File: src/rtl/qam_pkg.sv
// Shared state encoding, default burst framing and preamble bit selection
// for the QAM transmit controller.
package qam_pkg;

    typedef enum logic [1:0] {
        ST_IDLE     = 2'd0,
        ST_PREAMBLE = 2'd1,
        ST_PAYLOAD  = 2'd2,
        ST_FLUSH    = 2'd3
    } state_t;

    localparam int          PRE_LEN_DEF   = 32;
    localparam logic [31:0] PRE_PAT_DEF   = 32'hCCCC_CCCC;
    localparam int          FLUSH_LEN_DEF = 64;
    localparam int          BYTE_BITS     = 8;

    // Preamble bit k is taken from the top of the pattern, MSB first.
    function automatic logic pre_bit(input logic [31:0] pat, input logic [4:0] k);
        return pat[5'd31 - k];
    endfunction

endpackage

File: src/rtl/qam_tx_shreg.sv
// 8-bit payload shift register: parallel load, shift left, MSB is the serial bit.
module qam_tx_shreg
    import qam_pkg::*;
(
    input  logic                 clk,
    input  logic                 reset,
    input  logic                 load,
    input  logic                 shift,
    input  logic [BYTE_BITS-1:0] din,
    output logic                 msb
);

    logic [BYTE_BITS-1:0] sr;

    // Load wins over shift so the next byte lands on the last bit of the previous one.
    always_ff @(posedge clk or negedge reset) begin
        if (!reset) begin
            sr <= '0;
        end else if (load) begin
            sr <= din;
        end else if (shift) begin
            sr <= {sr[BYTE_BITS-2:0], 1'b0};
        end
    end

    assign msb = sr[BYTE_BITS-1];

endmodule

File: src/rtl/qam_tx_ctrl.sv
// Burst framer for the QAM transmit chain: preamble, payload bytes MSB first,
// then zero flush bits, with underrun detection on the byte handshake.
module qam_tx_ctrl
    import qam_pkg::*;
#(
    parameter int          PRE_LEN   = PRE_LEN_DEF,
    parameter logic [31:0] PRE_PAT   = PRE_PAT_DEF,
    parameter int          FLUSH_LEN = FLUSH_LEN_DEF
) (
    input  logic       clk,
    input  logic       reset,
    input  logic       start,
    input  logic [7:0] len,
    input  logic [7:0] s_data,
    input  logic       s_valid,
    output logic       s_ready,
    output logic       en,
    output logic       Bin,
    output logic       busy,
    output logic       done,
    output logic       underrun
);

    localparam logic [7:0] PRE_LAST   = 8'(PRE_LEN - 1);
    localparam logic [7:0] FLUSH_LAST = 8'(FLUSH_LEN - 1);
    localparam logic [7:0] BYTE_LAST  = 8'(BYTE_BITS - 1);

    state_t     state;
    logic [7:0] bit_cnt;
    logic [7:0] byte_cnt;
    logic [7:0] len_q;
    logic       last_pre;
    logic       last_bit;
    logic       last_byte;
    logic       load;
    logic       shift;
    logic       sr_msb;

    assign last_pre  = (state == ST_PREAMBLE) && (bit_cnt == PRE_LAST);
    assign last_bit  = (state == ST_PAYLOAD) && (bit_cnt == BYTE_LAST);
    assign last_byte = (byte_cnt == len_q - 8'd1);
    assign s_ready   = last_pre || (last_bit && !last_byte);
    assign load      = s_ready && s_valid;
    assign shift     = (state == ST_PAYLOAD);

    qam_tx_shreg u_shreg (
        .clk   (clk),
        .reset (reset),
        .load  (load),
        .shift (shift),
        .din   (s_data),
        .msb   (sr_msb)
    );

    // Outputs trail the state by one cycle; done fires on the first IDLE cycle
    // whose output register still shows the last flush bit (en still high).
    always_ff @(posedge clk or negedge reset) begin
        if (!reset) begin
            state    <= ST_IDLE;
            bit_cnt  <= '0;
            byte_cnt <= '0;
            len_q    <= '0;
            en       <= 1'b0;
            Bin      <= 1'b0;
            busy     <= 1'b0;
            done     <= 1'b0;
            underrun <= 1'b0;
        end else begin
            en   <= (state != ST_IDLE);
            busy <= (state != ST_IDLE);
            done <= (state == ST_IDLE) && en;
            Bin  <= 1'b0;
            case (state)
                ST_IDLE: begin
                    if (start && (len != 8'd0)) begin
                        state    <= ST_PREAMBLE;
                        len_q    <= len;
                        underrun <= 1'b0;
                        bit_cnt  <= '0;
                        byte_cnt <= '0;
                    end
                end
                ST_PREAMBLE: begin
                    Bin <= pre_bit(PRE_PAT, bit_cnt[4:0]);
                    if (bit_cnt == PRE_LAST) begin
                        bit_cnt  <= '0;
                        byte_cnt <= '0;
                        if (s_valid) begin
                            state <= ST_PAYLOAD;
                        end else begin
                            underrun <= 1'b1;
                            state    <= ST_FLUSH;
                        end
                    end else begin
                        bit_cnt <= bit_cnt + 8'd1;
                    end
                end
                ST_PAYLOAD: begin
                    Bin <= sr_msb;
                    if (bit_cnt == BYTE_LAST) begin
                        bit_cnt <= '0;
                        if (last_byte) begin
                            state <= ST_FLUSH;
                        end else if (s_valid) begin
                            byte_cnt <= byte_cnt + 8'd1;
                        end else begin
                            underrun <= 1'b1;
                            state    <= ST_FLUSH;
                        end
                    end else begin
                        bit_cnt <= bit_cnt + 8'd1;
                    end
                end
                ST_FLUSH: begin
                    if (bit_cnt == FLUSH_LAST) begin
                        bit_cnt <= '0;
                        state   <= ST_IDLE;
                    end else begin
                        bit_cnt <= bit_cnt + 8'd1;
                    end
                end
                default: state <= ST_IDLE;
            endcase
        end
    end

endmodule

File: config.mk
export PLATFORM = sky130hd
export DESIGN_NAME = qam_tx_ctrl
export DESIGN_NICKNAME = d
export VERILOG_FILES = /design/src/rtl/qam_pkg.sv /design/src/rtl/qam_tx_shreg.sv /design/src/rtl/qam_tx_ctrl.sv
export SDC_FILE = /design/constraint.sdc
export NUM_CORES = 1
export LEC_CHECK = 0
export CORE_MARGIN = 1.5
export CORE_UTILIZATION = 51
export DETAILED_ROUTE_END_ITERATION = 10
export PLACE_DENSITY = 0.76
export SLEW_MARGIN = 20
export SYNTH_ARGS = -nofsm -noshare
export SYNTH_HDL_FRONTEND = slang
export SYNTH_SLANG_ARGS = --single-unit
File: constraint.sdc
create_clock -name clk -period 2.5 [get_ports clk]
set_input_delay 0.375 -clock clk [delete_from_list [all_inputs] [get_ports clk]]
set_output_delay 0.375 -clock clk [all_outputs]
set_load 0.02 [all_outputs]
==> results.json, run 1 <==
{
  "p_leak_uw": 0.00144,
  "status": "complete, but fails checks",
  "final_nets": 332,
  "synth_nets": 274,
  "antenna_found_initial": 0,
  "start_kind": "register",
  "grt_pass1_vias": 2031,
  "routed_wl_mm": 5.63,
  "num_io_pins": 26,
  "rsz0062_at_grt": "true",
  "critPathArrivalTime_ns": 2.89,
  "worst_pin_slew_ns": 0.872,
  "dp_cells": 342,
  "hold_path.class": "input port to async pin",
  "p_int_uw": 2280,
  "place.port_buffers": 25,
  "path_class": "register to register",
  "crit_top_cell": "buf_6",
  "grt_pass1_wl_mm": 9.43,
  "syn_to_final_growth_pct": 33.5,
  "crit_chain": "buf_6 > or4_4 > nor4_4 > a41oi_2 > a21boi_2 > a21oi_4 > buf_4 > buf_6 > a41oi_4 > buf_6 > mux2_2",
  "critPathMaxStageDelay_ns": 0.55,
  "relSlewSlack_pct": 41.9,
  "root_buffer": "clkbuf_8",
  "ys_types": 54,
  "ys_ff_latch": 38,
  "maxSlewViolCount": 0,
  "numCtsBuffers": 5,
  "synth_enable_flop_cells": 0,
  "fmax_mhz": 370,
  "clock_sinks": 38,
  "timing.rr.start": "len_q[1]",
  "clk_transition_reported_paths_ns": 0.08,
  "wl_per_cell_um": 15.8,
  "pwr-share-clk_pct": 17.4,
  "drive_gt1_share_pct": 31.9,
  "dr_total_vias": 2074,
  "rows": 24,
  "diodes": 0,
  "fin_skew_ns": 0.00334,
  "ys_seq_area_share_pct": 39.2,
  "core_area_mm2": 0.00447,
  "avgViaCountPerCell": 5.83,
  "finalHoldViolCount": 0,
  "fin_cells": 356,
  "drc_errors": 0,
  "maxCapViolCount": 0,
  "ant_nets": 0,
  "r2r.worst_path.cells": 11,
  "synth_area_per_cell_um2": 9.90,
  "holdWs_ns": 0.188,
  "ys.flop_type": "dfrtp_1",
  "clk_path_buf_depth": 2,
  "switching_power_uw": 1390,
  "pre_cts_slack_ns": -0.434,
  "synth_area_mm2": 0.00242,
  "drtPass1Iterations": 4,
  "endpoint_kind": "register",
  "netlist_instances": 245,
  "synth_area_leaders": "dfrtp_1, mux2_2, ha_1",
  "fin_crit_ns": 2.70,
  "violations": "setup timing",
  "design.die.area_mm2": 0.00518,
  "grt_remaining_overflow": 0,
  "start_util_pct": 54.2,
  "crit_fanout": 4,
  "mostFrequentLayoutCell": "dfrtp_1",
  "gp_congestion": 0.858,
  "dp_hpwl_mm": 3.95,
  "fp.dieH_um": 72.0,
  "ys_async_sr_fraction_pct": 100,
  "fin_crit_sh_pct": 108,
  "grt_usage_pct": 23.0,
  "fin_ws_ns": -0.202,
  "grt_max_degree": 39,
  "setup-tns-final_ns": -1.52,
  "p_sw_share_pct": 37.9,
  "clock_latency_ns": 0.30,
  "cp-startpoint": "len_q[1]",
  "setup_viol": 9,
  "synth_top_area_share_pct": 39.2,
  "yosysWarnings": 0,
  "cts_tree": "done",
  "layout_common_cells": "dfrtp_1, buf_4, clkdlybuf4s50_1",
  "fp.dieW_um": 72.0,
  "synth_largest_area_cell": "dfrtp_1",
  "ir_drop_uv": 697,
  "sequentialPowerShare_pct": 26.7,
  "combPwrFrac_pct": 55.9,
  "initialDrtViolationCount": 123,
  "htree_levels": 2,
  "crit_slowest_cell": "or4_4",
  "powerDensity_mw_per_mm2": 1140,
  "crit_required_ns": 2.69
}
-- layout make-up --
class	count	area [um^2]
clock inverters	3	68.8
clock buffers	5	68.8
repair buffers	60	532
well taps	52	65.1
multi-input cells	186	1510
fillers	307	1240
inverters	12	45.0
flip-flops and latches	38	951
-- Yosys cell counts, types with 2 or more instances --
master    number
and3_1         8
xor2_1         3
and2_1         4
nand3b_1       2
xnor2_1        5
mux2_2        24
nor2_1        14
clkbuf_1       6
nor4b_1        2
nand2b_1       4
ha_1           9
a21oi_1        6
nand3_1       10
nand2_1       20
nor4_2         2
or3_1          2
o21ai_1        2
mux2i_1        2
o21ai_0       11
a211o_1        2
o41ai_1        3
nor2b_1        6
or4_1          3
dfrtp_1       38
a22oi_1        2
a31o_2         3
nand4_1        5
o31ai_1        6
or2_2          5
inv_1         12
-- worst max-delay path: cells and delay by family, from the launching register on --
kind / cells / cell delay (ns)
mux: 1 / 0.32
compound gates: 4 / 0.54
buf+inv: 4 / 0.53
flops: 1 / 0.41
simple gates: 2 / 0.78
-- layer usage --
layer  vias to the layer above  track usage [%]  part of all wire, %
met5                         -                0                    0
met4                         0             7.55                  1.7
met3                         9             3.89                  3.2
met2                        48             37.4                   48
met1                      1006             31.4                   47
li1                       1011                -                    -
-- stage by stage --
step / power, uW / util (%) / instance area, um^2
6_report: 3680 / 72.4 / 3240
3_5_place_dp: 2810 / 65.2 / 2920
2_1_floorplan: 2160 / - / 2430
3_3_place_gp: 2740 / 65.2 / 2920
5_1_grt: 3920 / 72.4 / 3240
4_1_cts: 3520 / 69.6 / 3110
-- final timing paths --
kind,end,slack [ns]
setup reg to reg,u_shreg.sr[4],-0.20
hold / removal,bit_cnt[7],0.19
min in group clk,bit_cnt[7],0.48
hold reg to reg,bit_cnt[7],0.48
setup / recovery,u_shreg.sr[4],-0.20
max in group asynchronous,len_q[4],1.77
-- kinds of logic after synthesis --
kind of cell	synth area share [%]
flops	39.2
buf+inv	3.51
simple gates	22.2
mux	12.0
compound gates	14.9
xor+xnor	3.56
fa+ha+maj	4.64
-- sequential cells by signal, indices dropped and copies added (netlist names) --
signal / count
underrun: 1
busy: 1
byte_cnt: 8
len_q: 8
bit_cnt: 8
state: 2
done: 1
u_shreg.sr: 8
Bin: 1
-- power by group through the flow --
stage | logic (uW) | registers, uW | clock network [uW]
floorplan | 1170 | 1000 | 0
global placement | 1780 | 961 | 0
detailed placement | 1840 | 969 | 0
CTS | 1910 | 961 | 651
global route | 2240 | 1010 | 674
finish | 2050 | 982 | 640
-- what timing repair did --
action | CTS | global route
setup buffers | 4 | 2
endpoints found under the setup margin | 8 | 17
endpoints found under the hold margin | 0 | 0
gates resized for setup | 13 | 20
hold buffers | 0 | 0
pin swaps | 3 | 9
No activity file was read; power rests on OpenSTA's default activity.
==> inputs of run 2 (changes only) <==
--- a/config.mk
+++ b/config.mk
@@ -7,6 +7,7 @@
 export LEC_CHECK = 0
 export CORE_MARGIN = 1.5
 export CORE_UTILIZATION = 51
+export CTS_CLUSTER_DIAMETER = 50
 export DETAILED_ROUTE_END_ITERATION = 10
 export PLACE_DENSITY = 0.76
 export SLEW_MARGIN = 20
==> results of run 2 <==
The final DEF is identical to that of run 1; final timing and power are the same.
==> inputs of run 3 (changes only) <==
--- a/config.mk
+++ b/config.mk
@@ -5,7 +5,7 @@
 export SDC_FILE = /design/constraint.sdc
 export NUM_CORES = 1
 export LEC_CHECK = 0
-export CORE_MARGIN = 1.5
+export CORE_MARGIN = 1
 export CORE_UTILIZATION = 51
 export CTS_CLUSTER_DIAMETER = 50
 export DETAILED_ROUTE_END_ITERATION = 10
==> results.json, run 3 (synthesis results as in run 1) <==
{
  "status": "complete, but fails checks",
  "violations": "setup timing",
  "fin_util_pct": 72.9,
  "drtPass1Iterations": 4,
  "diodes": 0,
  "clock_sinks": 38,
  "avgViaCountPerCell": 5.94,
  "fin_crit_sh_pct": 108,
  "drc_errors": 0,
  "hold_path.class": "input port to async pin",
  "holdBufCountCts": 0,
  "fin_cells": 360,
  "critPathMaxStageDelay_ns": 0.55,
  "fin_crit_ns": 2.71,
  "path_buf_inv": 2,
  "final_nets": 336,
  "core_area_mm2": 0.00447,
  "powerDensity_mw_per_mm2": 1120,
  "cp_top_family": "simple AND/OR/NAND/NOR gates",
  "maxCapViolCount": 0,
  "clock_latency_ns": 0.29,
  "clk_transition_reported_paths_ns": 0.08,
  "crit_slowest_cell": "or4_4",
  "endpoint_kind": "output pin",
  "fp.dieH_um": 71.0,
  "crit_top_cell": "buf_6",
  "finalHoldViolCount": 0,
  "wl_per_cell_um": 16.0,
  "numCtsBuffers": 5,
  "fin_ws_ns": -0.206,
  "crit_required_ns": 2.12,
  "routed_wl_mm": 5.76,
  "dp_cells": 342,
  "p_leak_uw": 0.00145,
  "ir_drop_uv": 725,
  "setup_viol": 9,
  "start_util_pct": 54.2,
  "total_power_uw": 3650,
  "grt_pass1_vias": 2115,
  "cts_tree": "done",
  "antenna_found_initial": 0,
  "place.port_buffers": 25,
  "worst_pin_slew_ns": 0.833,
  "rsz0062_at_grt": "true",
  "fmax_mhz": 370,
  "critPathArrivalTime_ns": 2.33,
  "drive_gt1_share_pct": 35.1,
  "num_io_pins": 26,
  "clk_path_buf_depth": 2,
  "grt_pass1_wl_mm": 9.63,
  "maxSlewViolCount": 0,
  "fin_skew_ns": 0.00164,
  "mostFrequentLayoutCell": "dfrtp_1",
  "ant_nets": 0,
  "htree_levels": 2,
  "syn_to_final_growth_pct": 34.5,
  "path_class": "register to output pin",
  "start_kind": "register",
  "initialDrtViolationCount": 133,
  "dr_total_vias": 2140,
  "relSlewSlack_pct": 44.5,
  "root_buffer": "clkbuf_8",
  "grt_remaining_overflow": 0,
  "grt_max_degree": 39,
  "fp.dieW_um": 71.0,
  "layout_common_cells": "dfrtp_1, buf_4, clkdlybuf4s50_1",
  "grt_usage_pct": 24.3,
  "rows": 24,
  "crit_chain": "buf_6 > or4_4 > nor4_4 > a41oi_2 > a21boi_4 > a21oi_4 > a21oi_2 > nor2b_2 > buf_6",
  "crit_fanout": 2,
  "design.die.area_mm2": 0.00503,
  "gp_congestion": 0.881,
  "dp_hpwl_mm": 3.93
}
-- run 3: cell types whose count changed in the layout (fill, tap and decap cells not counted), moves of 2 or more --
cell       before  now
buf_4          29   32
a21oi_1         5    3
bufinv_16       2    0
mux2_2         18   20
mux2_4          6    4
-- run 3: final cells by class --
class,instances,area [um^2]
clock buffer,6,82.6
clock inverter,2,12.5
fill,308,1210
inverter,12,45.0
multi-input combinational,186,1530
sequential,38,951
tap,52,65.1
timing repair buffer,64,574
-- run 3: final timing paths --
kind	startpoint	end	slack [ns]	depth (start not counted)
max	len_q[3]	s_ready	-0.21	9
min reg2reg	bit_cnt[7]	bit_cnt[7]	0.48	1
max in group asynchronous	reset	state[0]	1.80	1
min in group clk	bit_cnt[7]	bit_cnt[7]	0.48	1
min	reset	bit_cnt[7]	0.18	1
max reg2reg	len_q[3]	u_shreg.sr[5]	-0.14	10
-- run 3: where the power goes --
| part | total, uW | internal (uW) | switching [uW] |
|---|---|---|---|
| combinational | 2220 | 1160 | 1070 |
| clock | 449 | 222 | 227 |
| sequential | 976 | 810 | 165 |
| total | 3650 | 2190 | 1460 |
-- run 3: routing by layer --
metal / part of all wire [%] / global-route usage [%] / wire length, um
met5: 0 / 0 / 0
met4: 2.0 / 8.89 / 117
met3: 4.4 / 4.99 / 252
met2: 48 / 40.6 / 2750
met1: 46 / 31.4 / 2640
-- run 3: repair_timing --
action,in CTS,in global routing
setup buffers,8,2
endpoints found under the setup margin,8,19
pin swaps,7,17
gates resized for setup,18,21
-- run 3: through the flow --
stage / setup slack, ns / hold WS [ns] / instance area [um^2] / setup TNS, ns
floorplan: 0.0165 / 0.0794 / 2430 / 0
global placement: -0.362 / 0.466 / 2920 / -0.778
detailed placement: -0.409 / 0.472 / 2920 / -1.40
CTS: -0.219 / 0.216 / 3140 / -1.01
global route: -0.253 / 0.259 / 3260 / -1.73
finish: -0.206 / 0.180 / 3260 / -1.16
